===== config.mk =====
export PLATFORM = sky130hd
export DESIGN_NAME = alu_exec_unit
export DESIGN_NICKNAME = d
export VERILOG_FILES = /design/src/rtl/alu_exec_unit_pkg.sv /design/src/rtl/alu_exec_unit_shifter.sv /design/src/rtl/alu_exec_unit.sv
export SDC_FILE = /design/constraint.sdc
export NUM_CORES = 1
export LEC_CHECK = 0
export ABC_AREA = 1
export CORE_AREA = 2 2 129 131
export DETAILED_ROUTE_END_ITERATION = 10
export DIE_AREA = 0 0 131 133
export PLACE_DENSITY_LB_ADDON = 0.15
export SETUP_SLACK_MARGIN = 0.1
export SKIP_LAST_GASP = 1
export SYNTH_ARGS = -nofsm -noshare
export SYNTH_HDL_FRONTEND = slang
export SYNTH_SLANG_ARGS = --single-unit

===== constraint.sdc =====
create_clock -name clk -period 1.4 [get_ports clk]
set_input_delay 0.28 -clock clk [delete_from_list [all_inputs] [get_ports clk]]
set_output_delay 0.28 -clock clk [all_outputs]
set_load 0.05 [all_outputs]

===== src/rtl/alu_exec_unit_pkg.sv =====
// ALU op-code constants shared by the operation decoder and the execute unit,
// plus small op-classification helpers.
package alu_exec_unit_pkg;

    localparam logic [3:0] ALU_OP_NONE = 4'b0000;
    localparam logic [3:0] ALU_OP_ADD  = 4'b0001;
    localparam logic [3:0] ALU_OP_SLL  = 4'b0010;
    localparam logic [3:0] ALU_OP_SLT  = 4'b0011;
    localparam logic [3:0] ALU_OP_SLTU = 4'b0100;
    localparam logic [3:0] ALU_OP_XOR  = 4'b0101;
    localparam logic [3:0] ALU_OP_SRL  = 4'b0110;
    localparam logic [3:0] ALU_OP_SRA  = 4'b0111;
    localparam logic [3:0] ALU_OP_OR   = 4'b1000;
    localparam logic [3:0] ALU_OP_AND  = 4'b1001;

    function automatic logic op_is_legal(input logic [3:0] op);
        return (op >= ALU_OP_ADD) && (op <= ALU_OP_AND);
    endfunction

    function automatic logic op_is_shift(input logic [3:0] op);
        return (op == ALU_OP_SLL) || (op == ALU_OP_SRL) || (op == ALU_OP_SRA);
    endfunction

endpackage


===== src/rtl/alu_exec_unit_shifter.sv =====
// One-bit-per-cycle shifter: loads operand and amount, shifts while the count is non-zero.
// done flags the cycle whose clock edge performs the final shift.
module alu_serial_shifter #(
    parameter int XLEN = 32
) (
    input  logic                      clk,
    input  logic                      rst_n,
    input  logic                      load,
    input  logic                      left,
    input  logic                      arith,
    input  logic [$clog2(XLEN)-1:0]   shamt,
    input  logic [XLEN-1:0]           din,
    output logic [XLEN-1:0]           shreg,
    output logic                      done
);
    localparam int SHAMT_W = $clog2(XLEN);

    logic [SHAMT_W-1:0] cnt;
    logic               left_q;
    logic               arith_q;

    assign done = (cnt == SHAMT_W'(1));

    always_ff @(posedge clk or negedge rst_n) begin
        if (!rst_n) begin
            shreg   <= '0;
            cnt     <= '0;
            left_q  <= 1'b0;
            arith_q <= 1'b0;
        end else if (load) begin
            shreg   <= din;
            cnt     <= shamt;
            left_q  <= left;
            arith_q <= arith;
        end else if (cnt != '0) begin
            // right shifts fill with the sign bit only for SRA
            shreg <= left_q ? {shreg[XLEN-2:0], 1'b0}
                            : {arith_q & shreg[XLEN-1], shreg[XLEN-1:1]};
            cnt   <= cnt - SHAMT_W'(1);
        end
    end

endmodule


===== src/rtl/alu_exec_unit.sv =====
// ALU execute stage with valid/ready handshake. Shifts are serial by default;
// defining ALU_FAST_SHIFT_EN swaps in a combinational barrel shifter (all ops latency 1).
module alu_exec_unit
    import alu_exec_unit_pkg::*;
#(
    parameter int XLEN = 32
) (
    input  logic            clk,
    input  logic            rst_n,
    input  logic            in_valid,
    output logic            in_ready,
    input  logic [3:0]      operation,
    input  logic [XLEN-1:0] operand_a,
    input  logic [XLEN-1:0] operand_b,
    output logic            out_valid,
    input  logic            out_ready,
    output logic [XLEN-1:0] result,
    output logic            illegal_op
);
    localparam int SHAMT_W = $clog2(XLEN);

    typedef enum logic [1:0] {
        ST_IDLE  = 2'b00,
`ifndef ALU_FAST_SHIFT_EN
        ST_SHIFT = 2'b01,
`endif
        ST_DONE  = 2'b10
    } state_t;

    state_t              state, state_d;
    logic [XLEN-1:0]     res_q, res_d, alu_res;
    logic                ill_q, ill_d;
    logic [SHAMT_W-1:0]  shamt;
    logic                accept;

    assign shamt     = operand_b[SHAMT_W-1:0];
    assign in_ready  = (state == ST_IDLE);
    assign out_valid = (state == ST_DONE);
    assign accept    = in_valid && in_ready;
    assign illegal_op = ill_q;

    always_comb begin
        alu_res = '0;
        case (operation)
            ALU_OP_ADD:  alu_res = operand_a + operand_b;
            ALU_OP_SLT:  alu_res = {{(XLEN-1){1'b0}}, $signed(operand_a) < $signed(operand_b)};
            ALU_OP_SLTU: alu_res = {{(XLEN-1){1'b0}}, operand_a < operand_b};
            ALU_OP_XOR:  alu_res = operand_a ^ operand_b;
            ALU_OP_OR:   alu_res = operand_a | operand_b;
            ALU_OP_AND:  alu_res = operand_a & operand_b;
`ifdef ALU_FAST_SHIFT_EN
            ALU_OP_SLL:  alu_res = operand_a << shamt;
            ALU_OP_SRL:  alu_res = operand_a >> shamt;
            ALU_OP_SRA:  alu_res = $signed(operand_a) >>> shamt;
`endif
            default:     alu_res = '0;
        endcase
    end

`ifdef ALU_FAST_SHIFT_EN
    assign result = res_q;
`else
    logic            sh_load, sh_done;
    logic            sel_q, sel_d;
    logic [XLEN-1:0] shreg;

    // shift results are read straight from the shifter register, which holds once the count expires
    assign result = sel_q ? shreg : res_q;

    alu_serial_shifter #(.XLEN(XLEN)) u_shifter (
        .clk   (clk),
        .rst_n (rst_n),
        .load  (sh_load),
        .left  (operation == ALU_OP_SLL),
        .arith (operation == ALU_OP_SRA),
        .shamt (shamt),
        .din   (operand_a),
        .shreg (shreg),
        .done  (sh_done)
    );
`endif

    always_comb begin
        state_d = state;
        res_d   = res_q;
        ill_d   = ill_q;
`ifndef ALU_FAST_SHIFT_EN
        sh_load = 1'b0;
        sel_d   = sel_q;
`endif
        case (state)
            ST_IDLE: begin
                if (accept) begin
                    res_d   = alu_res;
                    ill_d   = !op_is_legal(operation);
                    state_d = ST_DONE;
`ifndef ALU_FAST_SHIFT_EN
                    sel_d = 1'b0;
                    if (op_is_shift(operation)) begin
                        sh_load = 1'b1;
                        sel_d   = 1'b1;
                        if (shamt != '0) state_d = ST_SHIFT;
                    end
`endif
                end
            end
`ifndef ALU_FAST_SHIFT_EN
            ST_SHIFT: if (sh_done) state_d = ST_DONE;
`endif
            ST_DONE:  if (out_ready) state_d = ST_IDLE;
            default:  state_d = ST_IDLE;
        endcase
    end

    always_ff @(posedge clk or negedge rst_n) begin
        if (!rst_n) begin
            state <= ST_IDLE;
            res_q <= '0;
            ill_q <= 1'b0;
`ifndef ALU_FAST_SHIFT_EN
            sel_q <= 1'b0;
`endif
        end else begin
            state <= state_d;
            res_q <= res_d;
            ill_q <= ill_d;
`ifndef ALU_FAST_SHIFT_EN
            sel_q <= sel_d;
`endif
        end
    end

endmodule


==> results of run 1 <==
[per-stage QoR]
step | setup WS, ps | utilization [%] | hold WS (ps) | setup TNS [ps] | cell area, um2
after floorplan | -360 | - | -15.6 | -16470 | 9130
after global placement | -1180 | 76.3 | 152 | -61330 | 12300
after detailed placement | -1210 | 76.3 | 152 | -64520 | 12300
after CTS | -304 | 93.2 | 277 | -18700 | 15100
[repair_timing]
action                                  in CTS
gates resized for setup                    817
hold endpoints to repair                    12
endpoints found under the setup margin     109
pin swaps                                  203
hold buffers                                 1
gates cloned                                 8
setup buffers                               64
[cells by family after synthesis]
group	count (synthesis)
AOI/OAI and AO/OA	253
xor gates and xnor gates	2
adders and majority gates	100
buffers and inverters	266
DFF	75
and+or+nand+nor	594
==> key figures, run 1 <==
Outcome
  – Outcome: did not finish
  – Last step reached: global routing
  – Err: [ERROR DPL-0038] Utilization greater than 100%, impossible to legalize

Place
  – GPL Wtd Cong: 1.07
  – Post-DP HPWL: 25500 um
  – Port buffer count: 106
  – Placed cell count: 1808

Synth
  – Async S/R FF share, synth: 100%
  – Synth Warn #: 0
  – Largest cells by area after synthesis: dfrtp_1 23%, nand2_1 19%, ha_1 15%
  – Cells after Synth: 1290
  – Syn_area_per_cell: 6.38 um2
  – Synth cell types: 53
  – Top cells by count, synth: 409 x nand2_1, 205 x inv_1, 107 x o21ai_0
  – Simple-gate area share of the yosys netlist: 29.2%
  – Main combinational cell family by area after synthesis: simple AND/OR/NAND/NOR gates
  – Post-Synth XOR/XNOR Area: 0.213%
  – Cell taking the most area after synthesis: dfrtp_1
  – Mapped cell area: 0.00823 mm2
  – Post-Synth Adder-Cell Area: 15.3%
  – Compound-Gate Fraction of Synth Area: 19.5%
  – Synth Flop Type: dfrtp_1
  – Post-synth top area share: 22.8%
  – Seq/Total Area, Yosys: 22.8%
  – EDFF count, synth: 0
  – Post-synthesis mux area share: 0%
  – Most frequent cell after synthesis: nand2_1
  – Flops & latches, synth: 75
  – Mapped Nets: 1462

CTS
  – CTS buffer count: 9
  – Max clock buf depth: 2
  – Root Buffer: clkbuf_16
  – Htree depth: 3
  – CTS Sinks: 75

Floorplan
  – Die X-Extent: 131 um
  – Rows: 47
  – Chip Height: 133 um
  – Initial Util: 50.9%
  – I/O Pins: 107

Timing
  – Worst endpoint type: register data pin
  – GRT repair_timing worst endpoint: res_q[10]$_DFFE_PN0P_/D

Global route
  – Largest net degree at the start of global routing: 36
==> run 2, diff against run 1 <==
--- a/config.mk
+++ b/config.mk
@@ -6,11 +6,10 @@
 export NUM_CORES = 1
 export LEC_CHECK = 0
 export ABC_AREA = 1
-export CORE_AREA = 2 2 129 131
+export CORE_AREA = 2 2 147 149
 export DETAILED_ROUTE_END_ITERATION = 10
-export DIE_AREA = 0 0 131 133
+export DIE_AREA = 0 0 149 151
 export PLACE_DENSITY_LB_ADDON = 0.15
-export SETUP_SLACK_MARGIN = 0.1
 export SKIP_LAST_GASP = 1
 export SYNTH_ARGS = -nofsm -noshare
 export SYNTH_HDL_FRONTEND = slang
==> constraint.sdc (replaced) <==
create_clock -name clk -period 1.8 [get_ports clk]
set_input_delay 0.36 -clock clk [delete_from_list [all_inputs] [get_ports clk]]
set_output_delay 0.36 -clock clk [all_outputs]
set_load 0.05 [all_outputs]
==> run 2 against run 1 <==
Compared with the run above:
- area after synthesis stayed put
- the flow now finishes, with violations (setup timing)
- synthesized cell count did not move
==> key figures, run 2 <==
Outcome
  – Outcome: finished, violations left (was did not finish)
  – Failing checks: setup timing

Setup path
  – CP peak stage delay: 380 ps
  – Worst r2r path cells: 8
  – Reg2reg start: state[1]$_DFFE_PN0P_
  – Nature of the critical path endpoint: flop
  – CP top delay family: simple AND/OR/NAND/NOR gates
  – Critical path startpoint category: input port
  – Worst Path Buf+Inv: 2
  – RR Endpoint: res_q[25]$_DFFE_PN0P_
  – CP dominant cell by count: nand2_1
  – Slowest CP cell: fa_2
  – WP data required: 2030 ps
  – Flop2flop setup slack: 100 ps
  – Arrival @ worst endpoint: 2050 ps
  – CP Max Fanout: 4
  – Crit-path cells: buf_8 -> ha_4 -> inv_4 -> fa_2 -> o21ai_4 -> nand2_1 -> nand2_2 -> nand2_2 -> nand2_4 -> nand2_2 -> nand2_2 -> nand2_1 -> nand3_1 -> nand2_1 -> nand2_1 -> nand2_1
  – Setup CP Type: in -> reg

Synth
  – Post-synth top area share: 22.8% (unchanged)
  – Post-synthesis mux area share: 0% (unchanged)
  – Mapped cell area: 0.00823 mm2 (unchanged)
  – Cells after Synth: 1290 (unchanged)
  – Synth cell types: 53 (unchanged)
  – Largest cells by area after synthesis: dfrtp_1 23%, nand2_1 19%, ha_1 15% (unchanged)
  – Flops & latches, synth: 75 (unchanged)
  – Synth Flop Type: dfrtp_1 (unchanged)
  – Synth Warn #: 0 (unchanged)
  – Async S/R FF share, synth: 100% (unchanged)
  – Top cells by count, synth: 409 x nand2_1, 205 x inv_1, 107 x o21ai_0 (unchanged)
  – Main combinational cell family by area after synthesis: simple AND/OR/NAND/NOR gates (unchanged)
  – Seq/Total Area, Yosys: 22.8% (unchanged)
  – Post-Synth Adder-Cell Area: 15.3% (unchanged)
  – Syn_area_per_cell: 6.38 um2 (unchanged)
  – Most frequent cell after synthesis: nand2_1 (unchanged)
  – EDFF count, synth: 0 (unchanged)
  – Cell taking the most area after synthesis: dfrtp_1 (unchanged)
  – Simple-gate area share of the yosys netlist: 29.2% (unchanged)
  – Compound-Gate Fraction of Synth Area: 19.5% (unchanged)
  – Mapped Nets: 1462 (unchanged)
  – Post-Synth XOR/XNOR Area: 0.213% (unchanged)

Floorplan
  – Die X-Extent: 149 um (was 131 um)
  – Rows: 53 (was 47)
  – Total die area: 0.0225 mm2
  – I/O Pins: 107 (unchanged)
  – Chip Height: 151 um (was 133 um)
  – Initial Util: 39.5% (was 50.9%)
  – Placeable Area: 0.0208 mm2

Final layout
  – Post-Layout Inst Area: 0.0142 mm2
  – Syn-to-layout area delta: 72.4%
  – Most frequent cells in the layout: 319 x nand2_1, 261 x buf_4, 127 x inv_1
  – Layout cells sized above 1: 48.2%
  – # diodes: 0
  – Final net count: 1820
  – Commonest non-fill, non-tap cell in the layout: nand2_1
  – Largest regs: res_q: 32 flops, u_shifter.shreg: 32 flops, u_shifter.cnt: 5 flops

Global route
  – Vias in the first global route: 9422
  – Met3 GRT Util: 2.74%
  – First-pass GRT wire length: 51100 um
  – GRT Total Usage: 29.4%
  – Initial antenna violation count: 0
  – Global route total overflow: 0
  – Busiest grt layer: met2
  – Met2 usage: 47.6%
  – Met1 GRT Util: 43.0%
  – Largest net degree at the start of global routing: 42

Routing
  – Drt first pass iters: 6
  – Via count: 10088
  – Post-route ant nets: 0
  – WL/cell: 17.6 um
  – Vias per Instance: 5.23
  – Routed wire length: 34000 um
  – Drt drc: 0
  – DRT iter0 DRCs: 806

Place
  – Port buffer count: 106 (unchanged)
  – DP Area: 0.0117 mm2 (was 0.0123 mm2)
  – Post-DP HPWL: 25600 um (was 25500 um)
  – GPL Wtd Cong: 0.973 (was 1.07)
  – DP Worst Slack: -1030 ps (was -1210 ps)

Hold path
  – Hold Path Sink: u_shifter.shreg[2]$_DFFE_PN0P_
  – HP Class: in -> reg
  – Hold Path Origin: operand_a[2]
  – Hold Path Depth: 4

Timing
  – Fin. Hold Viols: 0
  – Pin slew with the least headroom to its limit: 483 ps
  – F_max: 551 MHz
  – Worst slew margin: 67.8%
  – RSZ-0062 raised after global routing: true
  – Slew Limit Fails: 0
  – Setup violations, final: 3
  – Skew final: 8.44 ps
  – Final WS setup: -16.0 ps
  – Period utilization: 101%
  – Crit path time final: 1820 ps

CTS
  – Htree depth: 3 (unchanged)
  – Root Buffer: clkbuf_16 (unchanged)
  – CTS buffer count: 9 (unchanged)
  – Skew-Pair Late Insertion Delay: 340 ps
  – Worst-path clk slew: 60 ps
  – CTS tree: built
  – CTS Sinks: 75 (unchanged)
  – Max clock buf depth: 2 (unchanged)

Power and ir drop
  – Power per standard cell area: 987 mW/mm2
  – Max VDD drop: 699 uV
  – Leakage: 6.92 nW
  – Overall power: 14.0 mW

Flow run
  – Max Cap Viol: 0
run 2: worst max-delay path by stage:
stage	startpoint	endpoint	slack, ps	depth (start not counted)
final	operand_a[0]	res_q[22]$_DFFE_PN0P_	-20	16
after detailed placement	operand_a[6]	res_q[11]$_DFFE_PN0P_	-1030	15
after global routing	operand_a[0]	res_q[22]$_DFFE_PN0P_	-110	16
after global placement	operand_a[6]	res_q[11]$_DFFE_PN0P_	-1040	15
after CTS	operand_a[30]	res_q[31]$_DFFE_PN0P_	-30	14
after floorplan	sel_q$_DFFE_PN0P_	result[23]	-380	3
run 2: per-layer routing:
metal	wire length, um	part of all wire, %	up-vias
met5	0	0	-
met4	778	2.3	0
met3	2040	6.0	57
met2	15700	46	372
met1	15500	46	4778
li1	-	-	4881
run 2: cell type report:
cell class / count / area [um2]
Sequential cell: 75 / 1880
Fill cell: 1752 / 6630
Clock buffer: 10 / 229
Timing Repair Buffer: 398 / 3650
Multi-Input combinational cell: 949 / 7220
Tap cell: 275 / 344
Inverter: 215 / 826
Clock inverter: 6 / 41.3
run 2: through the flow:
step           std cells  setup TNS (ps)  utilization [%]  hold WS (ps)
3_5_place_dp        1867          -43610             56.4           313
2_1_floorplan       1290           -6040                -          64.4
5_1_grt             1928           -1530             68.1           378
3_3_place_gp        1867          -42530             56.4           315
4_1_cts             1901           -86.9             64.1           411
6_report            1928           -24.7             68.1           377
run 2: logic make-up (layout without fill, tap and decap cells):
family                   Yosys count  count (layout)
flip-flops                        75              75
AND/OR/NAND/NOR                  594             594
adder cells (fa/ha/maj)          100             100
buffers and inverters            266             629
XOR/XNOR                           2               2
AO/OA/AOI/OAI                    253             253
run 2: what timing repair did:
action / in CTS / in global routing
hold buffers: 1 / 0
setup buffers: 19 / 30
pin swaps: 104 / 122
resized for setup: 479 / 284
endpoints found under the hold margin: 27 / 0
gates cloned: 1 / 0
setup endpoints to repair: 88 / 54
run 2: worst reg2reg max path, cell delays in order, from the launching register on:
cell      delay [ps]
dfrtp_1          420
nor2_4           200
inv_2             70
nor2_4           110
buf_4            140
clkinv_1         240
buf_4            280
nand2_1           90
nand2_1           60
run 2: power by group:
| group | internal [mW] | switching, mW |
|---|---|---|
| sequential | 2.42 | 0.481 |
| combinational | 4.01 | 5.42 |
| clock | 0.934 | 0.753 |
| total | 7.36 | 6.65 |
Note: power is estimated with default switching activity, not from simulation.
